$ cat src/rtl/lane_char_engine.sv
// Falling-character game engine: per-lane char/y/speed storage, spawn, per-frame movement,
// sequential key-match scan with scoring, and the IDLE/PLAY/OVER game state.
module lane_char_engine #(
  parameter int unsigned LANES   = 8,
  parameter int unsigned LANE_AW = 3,
  parameter int unsigned Y_W     = 10,
  parameter int unsigned SPD_W   = 3,
  parameter int unsigned BOTTOM  = 480,
  parameter int unsigned SCORE_W = 8
) (
  input  logic               clk,
  input  logic               rst_n,
  input  logic               start,
  input  logic               frame_tick,
  input  logic               spawn_valid,
  output logic               spawn_ready,
  input  logic [LANE_AW-1:0] spawn_lane,
  input  logic [7:0]         spawn_char,
  input  logic [SPD_W-1:0]   spawn_speed,
  input  logic               key_valid,
  output logic               key_ready,
  input  logic [7:0]         key_char,
  output logic               hit,
  output logic               miss,
  input  logic [LANE_AW-1:0] rd_lane,
  output logic               rd_active,
  output logic [7:0]         rd_char,
  output logic [Y_W-1:0]     rd_y,
  output logic [SCORE_W-1:0] score,
  output logic [1:0]         state,
  output logic               gameover
);

  localparam int unsigned CNT_W = LANE_AW + 2;
  localparam logic [CNT_W-1:0] CNT_RES = CNT_W'(LANES);
  localparam logic [CNT_W-1:0] CNT_END = CNT_W'(LANES + 1);

  typedef enum logic [1:0] {S_IDLE = 2'd0, S_PLAY = 2'd1, S_OVER = 2'd2} state_t;

  state_t state_q, state_nx;

  logic [LANES-1:0]   active_q;
  logic [7:0]         chr_q [LANES];
  logic [Y_W-1:0]     y_q   [LANES];
  logic [SPD_W-1:0]   spd_q [LANES];
  logic [Y_W-1:0]     y_mv  [LANES];

  logic               scanning, pending, best_valid;
  logic [CNT_W-1:0]   scan_cnt;
  logic [LANE_AW-1:0] scan_lane, best_idx;
  logic [Y_W-1:0]     best_y;
  logic [7:0]         key_q;

  logic over_c, do_move, key_acc, spawn_acc, scan_end, start_play;

  assign scan_lane = scan_cnt[LANE_AW-1:0];
  assign state     = state_q;

  // Candidate positions after one frame of movement
  always_comb begin
    over_c = 1'b0;
    for (int i = 0; i < int'(LANES); i++) begin
      y_mv[i] = y_q[i] + Y_W'(spd_q[i]);
      if (active_q[i] && (y_mv[i] >= Y_W'(BOTTOM))) over_c = 1'b1;
    end
  end

  always_ff @(posedge clk or negedge rst_n) begin
    if (!rst_n) begin
      state_q  <= S_IDLE;
      gameover <= 1'b0;
    end else begin
      state_q  <= state_nx;
      gameover <= (state_nx == S_OVER);
    end
  end

  // Next state plus handshake strobes; a tick coinciding with key acceptance is deferred
  always_comb begin
    state_nx    = state_q;
    key_ready   = (state_q == S_PLAY) && !scanning;
    spawn_ready = (state_q == S_PLAY) && !scanning && !active_q[spawn_lane];
    key_acc     = key_valid && key_ready;
    spawn_acc   = spawn_valid && spawn_ready;
    scan_end    = scanning && (scan_cnt == CNT_END);
    start_play  = start && (state_q != S_PLAY);
    do_move     = (state_q == S_PLAY) &&
                  ((frame_tick && !scanning && !key_acc) || (scan_end && (pending || frame_tick)));
    case (state_q)
      S_IDLE:  if (start) state_nx = S_PLAY;
      S_PLAY:  if (do_move && over_c) state_nx = S_OVER;
      S_OVER:  if (start) state_nx = S_PLAY;
      default: state_nx = S_IDLE;
    endcase
  end

  always_ff @(posedge clk or negedge rst_n) begin
    if (!rst_n) begin
      active_q   <= '0;
      scanning   <= 1'b0;
      pending    <= 1'b0;
      best_valid <= 1'b0;
      scan_cnt   <= '0;
      best_idx   <= '0;
      best_y     <= '0;
      key_q      <= '0;
      score      <= '0;
      hit        <= 1'b0;
      miss       <= 1'b0;
      rd_active  <= 1'b0;
      rd_char    <= '0;
      rd_y       <= '0;
      for (int i = 0; i < int'(LANES); i++) begin
        chr_q[i] <= '0;
        y_q[i]   <= '0;
        spd_q[i] <= '0;
      end
    end else begin
      hit       <= 1'b0;
      miss      <= 1'b0;
      rd_active <= active_q[rd_lane];
      rd_char   <= chr_q[rd_lane];
      rd_y      <= y_q[rd_lane];
      if (start_play) begin
        active_q <= '0;
        score    <= '0;
        pending  <= 1'b0;
        scanning <= 1'b0;
        scan_cnt <= '0;
        for (int i = 0; i < int'(LANES); i++) begin
          chr_q[i] <= '0;
          y_q[i]   <= '0;
          spd_q[i] <= '0;
        end
      end else if (state_q == S_PLAY) begin
        if (key_acc) begin
          scanning   <= 1'b1;
          scan_cnt   <= '0;
          key_q      <= key_char;
          best_valid <= 1'b0;
          pending    <= frame_tick;
        end else if (scanning) begin
          scan_cnt <= scan_cnt + CNT_W'(1);
          if (frame_tick) pending <= 1'b1;
          if (scan_cnt < CNT_RES) begin
            // Strict compare keeps the lower index on equal y
            if (active_q[scan_lane] && (chr_q[scan_lane] == key_q) &&
                (!best_valid || (y_q[scan_lane] > best_y))) begin
              best_valid <= 1'b1;
              best_idx   <= scan_lane;
              best_y     <= y_q[scan_lane];
            end
          end else if (scan_cnt == CNT_RES) begin
            if (best_valid) begin
              active_q[best_idx] <= 1'b0;
              hit                <= 1'b1;
              if (score != '1) score <= score + SCORE_W'(1);
            end else begin
              miss <= 1'b1;
            end
          end else begin
            scanning <= 1'b0;
            pending  <= 1'b0;
            scan_cnt <= '0;
          end
        end
        if (do_move) begin
          for (int i = 0; i < int'(LANES); i++)
            if (active_q[i]) y_q[i] <= y_mv[i];
        end
        if (spawn_acc) begin
          active_q[spawn_lane] <= 1'b1;
          y_q[spawn_lane]      <= '0;
          chr_q[spawn_lane]    <= spawn_char;
          spd_q[spawn_lane]    <= spawn_speed;
        end
      end
    end
  end

endmodule

$ cat config.mk
export PLATFORM = sky130hd
export DESIGN_NAME = lane_char_engine
export DESIGN_NICKNAME = d
export VERILOG_FILES = /design/src/rtl/lane_char_engine.sv
export SDC_FILE = /design/constraint.sdc
export NUM_CORES = 1
export LEC_CHECK = 0
export ABC_AREA = 1
export CAP_MARGIN = 20
export CORE_MARGIN = 5
export CORE_UTILIZATION = 45
export CTS_BUF_LIST = sky130_fd_sc_hd__clkbuf_4 sky130_fd_sc_hd__clkbuf_8
export DETAILED_ROUTE_END_ITERATION = 8
export MAX_ROUTING_LAYER = met4
export SYNTH_ARGS = -nofsm -noshare
export SYNTH_HDL_FRONTEND = slang
export SYNTH_SLANG_ARGS = --single-unit
$ cat constraint.sdc
create_clock -name clk -period 7.4 [get_ports clk]
set_input_delay 0.74 -clock clk [delete_from_list [all_inputs] [get_ports clk]]
set_output_delay 0.74 -clock clk [all_outputs]
set_load 0.05 [all_outputs]
==> qor.yml <==
outcome: "complete, no violations"
rows: 66
power.internal_uw: 3045
slew_viol_final: 0
fmax_mhz: 230.8
die_h_microns: 191.1
wl_microns: 50160
place_ws_ns: 3.080
setup_viol: 0
worstSetupEndpointType: "flop"
critPathMostFrequentCell: "nand2_1"
synthMuxAreaShare: 0.001356
worst_path_max_delay_cell: "dfrtp_4"
synth-simple-area-share: 0.2318
worst_slack_ns: 3.067
hold_violations: 0
cts_setup_buffers: 0
crit_fanout: 71
power_frac_comb: 0.420
dp_hpwl_microns: 34670
period_minus_slack_ns: 4.333
power.share.switching: 0.4455
diodes: 0
vias: 14520
cts_buffers: 44
synth_xor_area_frac: 0.01720
grt_pass1_wl_microns: 78800
synth_area_per_cell_sq_um: 7.320
ctsResizeCount: 0
final_common_cell: "nand2_1"
synth_top_area_cell: "dfrtp_1"
syn-cell-area_sq_um: 14760
fp.coreArea_sq_um: 32450
synth_top_family_by_area: "simple AND/OR/NAND/NOR gates"
timing.critical_path.buf_inv: 1
critPathTopFamily: "simple AND/OR/NAND/NOR gates"
cts_buffer_depth: 3
cts_root_buf: "clkbuf_8"
cts_tree: "yes"
grt_pass1_vias: 13680
finalCritPeriodShare: 0.5855
yosysSeqAreaShare: 0.4017
slew_headroom: 0.2879
overflow: 0
drc: 0
grt_max_degree: 172
wire_per_inst_microns: 19.96
clk_pin_slew_ns: 0.06
initial_core_util: 0.4549
die_w_microns: 191.1
rsz0062_at_grt: "false"
final_design_area_no_fill_sq_um: 16580
power_density_nw_per_um2: 331.1
post_dp_cell_area_sq_um: 15670
cts_hold_buf: 0
ys.warnings.count: 0
syn2layout_area_growth_pct: 12.33
die-area_sq_um: 36530
worstSkewPairLatency_ns: 0.61
hold_class: "input pin to async pin"
htree_levels: 2
max_cap_violations: 0
ys_seq_elements: 237
syn_inst: 2017
power.switching_uw: 2447
io_buffers: 64
synth_compound_gate_area_share: 0.2134
leakage_uw: 0.007545
tns_ns: 0
ant_nets: 0
p_seq_frac: 0.337
holdWs_ns: 0.08040
synth_adder_area_share: 0.04305
cp_data_required_time_ns: 7.88
yosysUniqueCellTypes: 46
synthTopCellsByArea: "dfrtp_1, nand2_1, o21ai_0"
gp_congestion: 0.9343
synth_top_area_share: 0.4017
clkPwrFrac: 0.243
dr.pass1.iters: 6
layout_common_cells: "nand2_1, dfrtp_1, inv_1, o21ai_0, a21oi_1"
syn_nets: 2094
cp_cell_sequence: "buf_4, o21ai_0, a221oi_1, a31oi_1, ha_1, nand2_1, nor2_1, o211ai_1, o2111ai_1, a21oi_1, nor2_2, nand3_2, nand2_1, nand2_1"
drtIter0Drc: 1248
worst_pin_slew_ns: 1.065
utilization: 0.5110
synth_edf_count: 0
drive_gt1_frac: 0.06084
final_nets: 2122
vdd_drop_max_v: 0.0002538
cts.sinks: 237
synthArstFlopShare: 1.000
criticalPathCategory: "flop to flop"
crit_arrival_ns: 4.81
clock_skew_ns: 0.02459
io_pins: 65
crit_path_max_incr_delay_ns: 0.68
antenna_found_initial: 0
synth_flop_cell: "dfrtp_1"
vias_per_cell: 5.778
grt.total_usage: 0.2852
startpoint_type: "flop"
power by group through the flow:
stage               Combinational, uW  Clock [uW]  Sequential [uW]
finish                           2310        1340             1850
global route                     2570        1420             1890
global placement                 2240           0             1860
floorplan                        1580           0             1820
detailed placement               2270           0             1870
CTS                              2280        1370             1850
final cells by class:
type | count | area (sq um)
clock buffers | 65 | 788.3
repair buffers | 87 | 845.8
multi-input cells | 1441 | 7482
well taps | 442 | 553.0
inverters | 234 | 878.3
flip-flops and latches | 237 | 5934
clock inverters | 7 | 102.6
fillers | 3240 | 15870
logic make-up (layout without fill, tap and decap cells):
logic type      count (synthesis)  after routing
buf+inv                       339            393
xor+xnor                       29             29
flops                         237            237
simple gates                  806            806
compound gates                558            558
mux                             2              2
fa+ha+maj                      46             46
path summary, 6_finish.rpt:
| check | endpoint | cells after the start | start | slack (ns) |
|---|---|---|---|---|
| worst min-delay path | y_q[77] | 1 | rst_n | 0.08 |
| worst max register to register | best_y[4] | 14 | scan_cnt[0] | 3.07 |
| max in group asynchronous | scan_cnt[0] | 2 | rst_n | 5.92 |
| worst max-delay path | best_y[4] | 14 | scan_cnt[0] | 3.07 |
| min in group clk | miss | 1 | best_valid | 0.43 |
| worst min register to register | miss | 1 | best_valid | 0.43 |
state kept, by name, indices dropped and copies added, names as in the netlist, 2 cells and up:
| name | cells |
|---|---|
| score | 8 |
| y_q | 80 |
| key_q | 8 |
| state | 2 |
| rd_char | 8 |
| spd_q | 24 |
| best_idx | 3 |
| active_q | 8 |
| chr_q | 64 |
| rd_y | 10 |
| scan_cnt | 5 |
| best_y | 10 |
synth_stat cells, types with 4 or more instances:
cell	instances
ha_1	38
o22ai_1	98
buf_4	4
inv_1	225
o21ai_1	9
nand4_1	31
o211ai_1	19
a221oi_1	24
nand3_1	147
xor2_1	27
a31oi_1	29
fa_1	8
nor2_2	5
clkbuf_1	61
buf_6	4
nand2_1	465
inv_2	7
o31ai_1	9
dfrtp_1	237
nand3b_1	4
nor3_1	21
nand2_2	5
buf_2	27
nor2_1	112
o21ai_0	186
buf_1	9
a21oi_1	173
o221ai_1	4
stage by stage:
step | instances | power [uW]
global route | 2513 | 5877
detailed placement | 2440 | 4132
finish | 2513 | 5492
global placement | 2440 | 4100
floorplan | 2017 | 3398
CTS | 2512 | 5488
metal layers:
layer	wire (microns)	share of wire	GRT usage	vias to the layer above
met3	3394	0.068	0.04109	135
met2	22590	0.45	0.4322	540
met5	0	0	-	-
met1	21510	0.43	0.3773	6925
met4	2663	0.053	0.1401	0
li1	-	-	-	6919
Power figures use the tool's default switching activity.
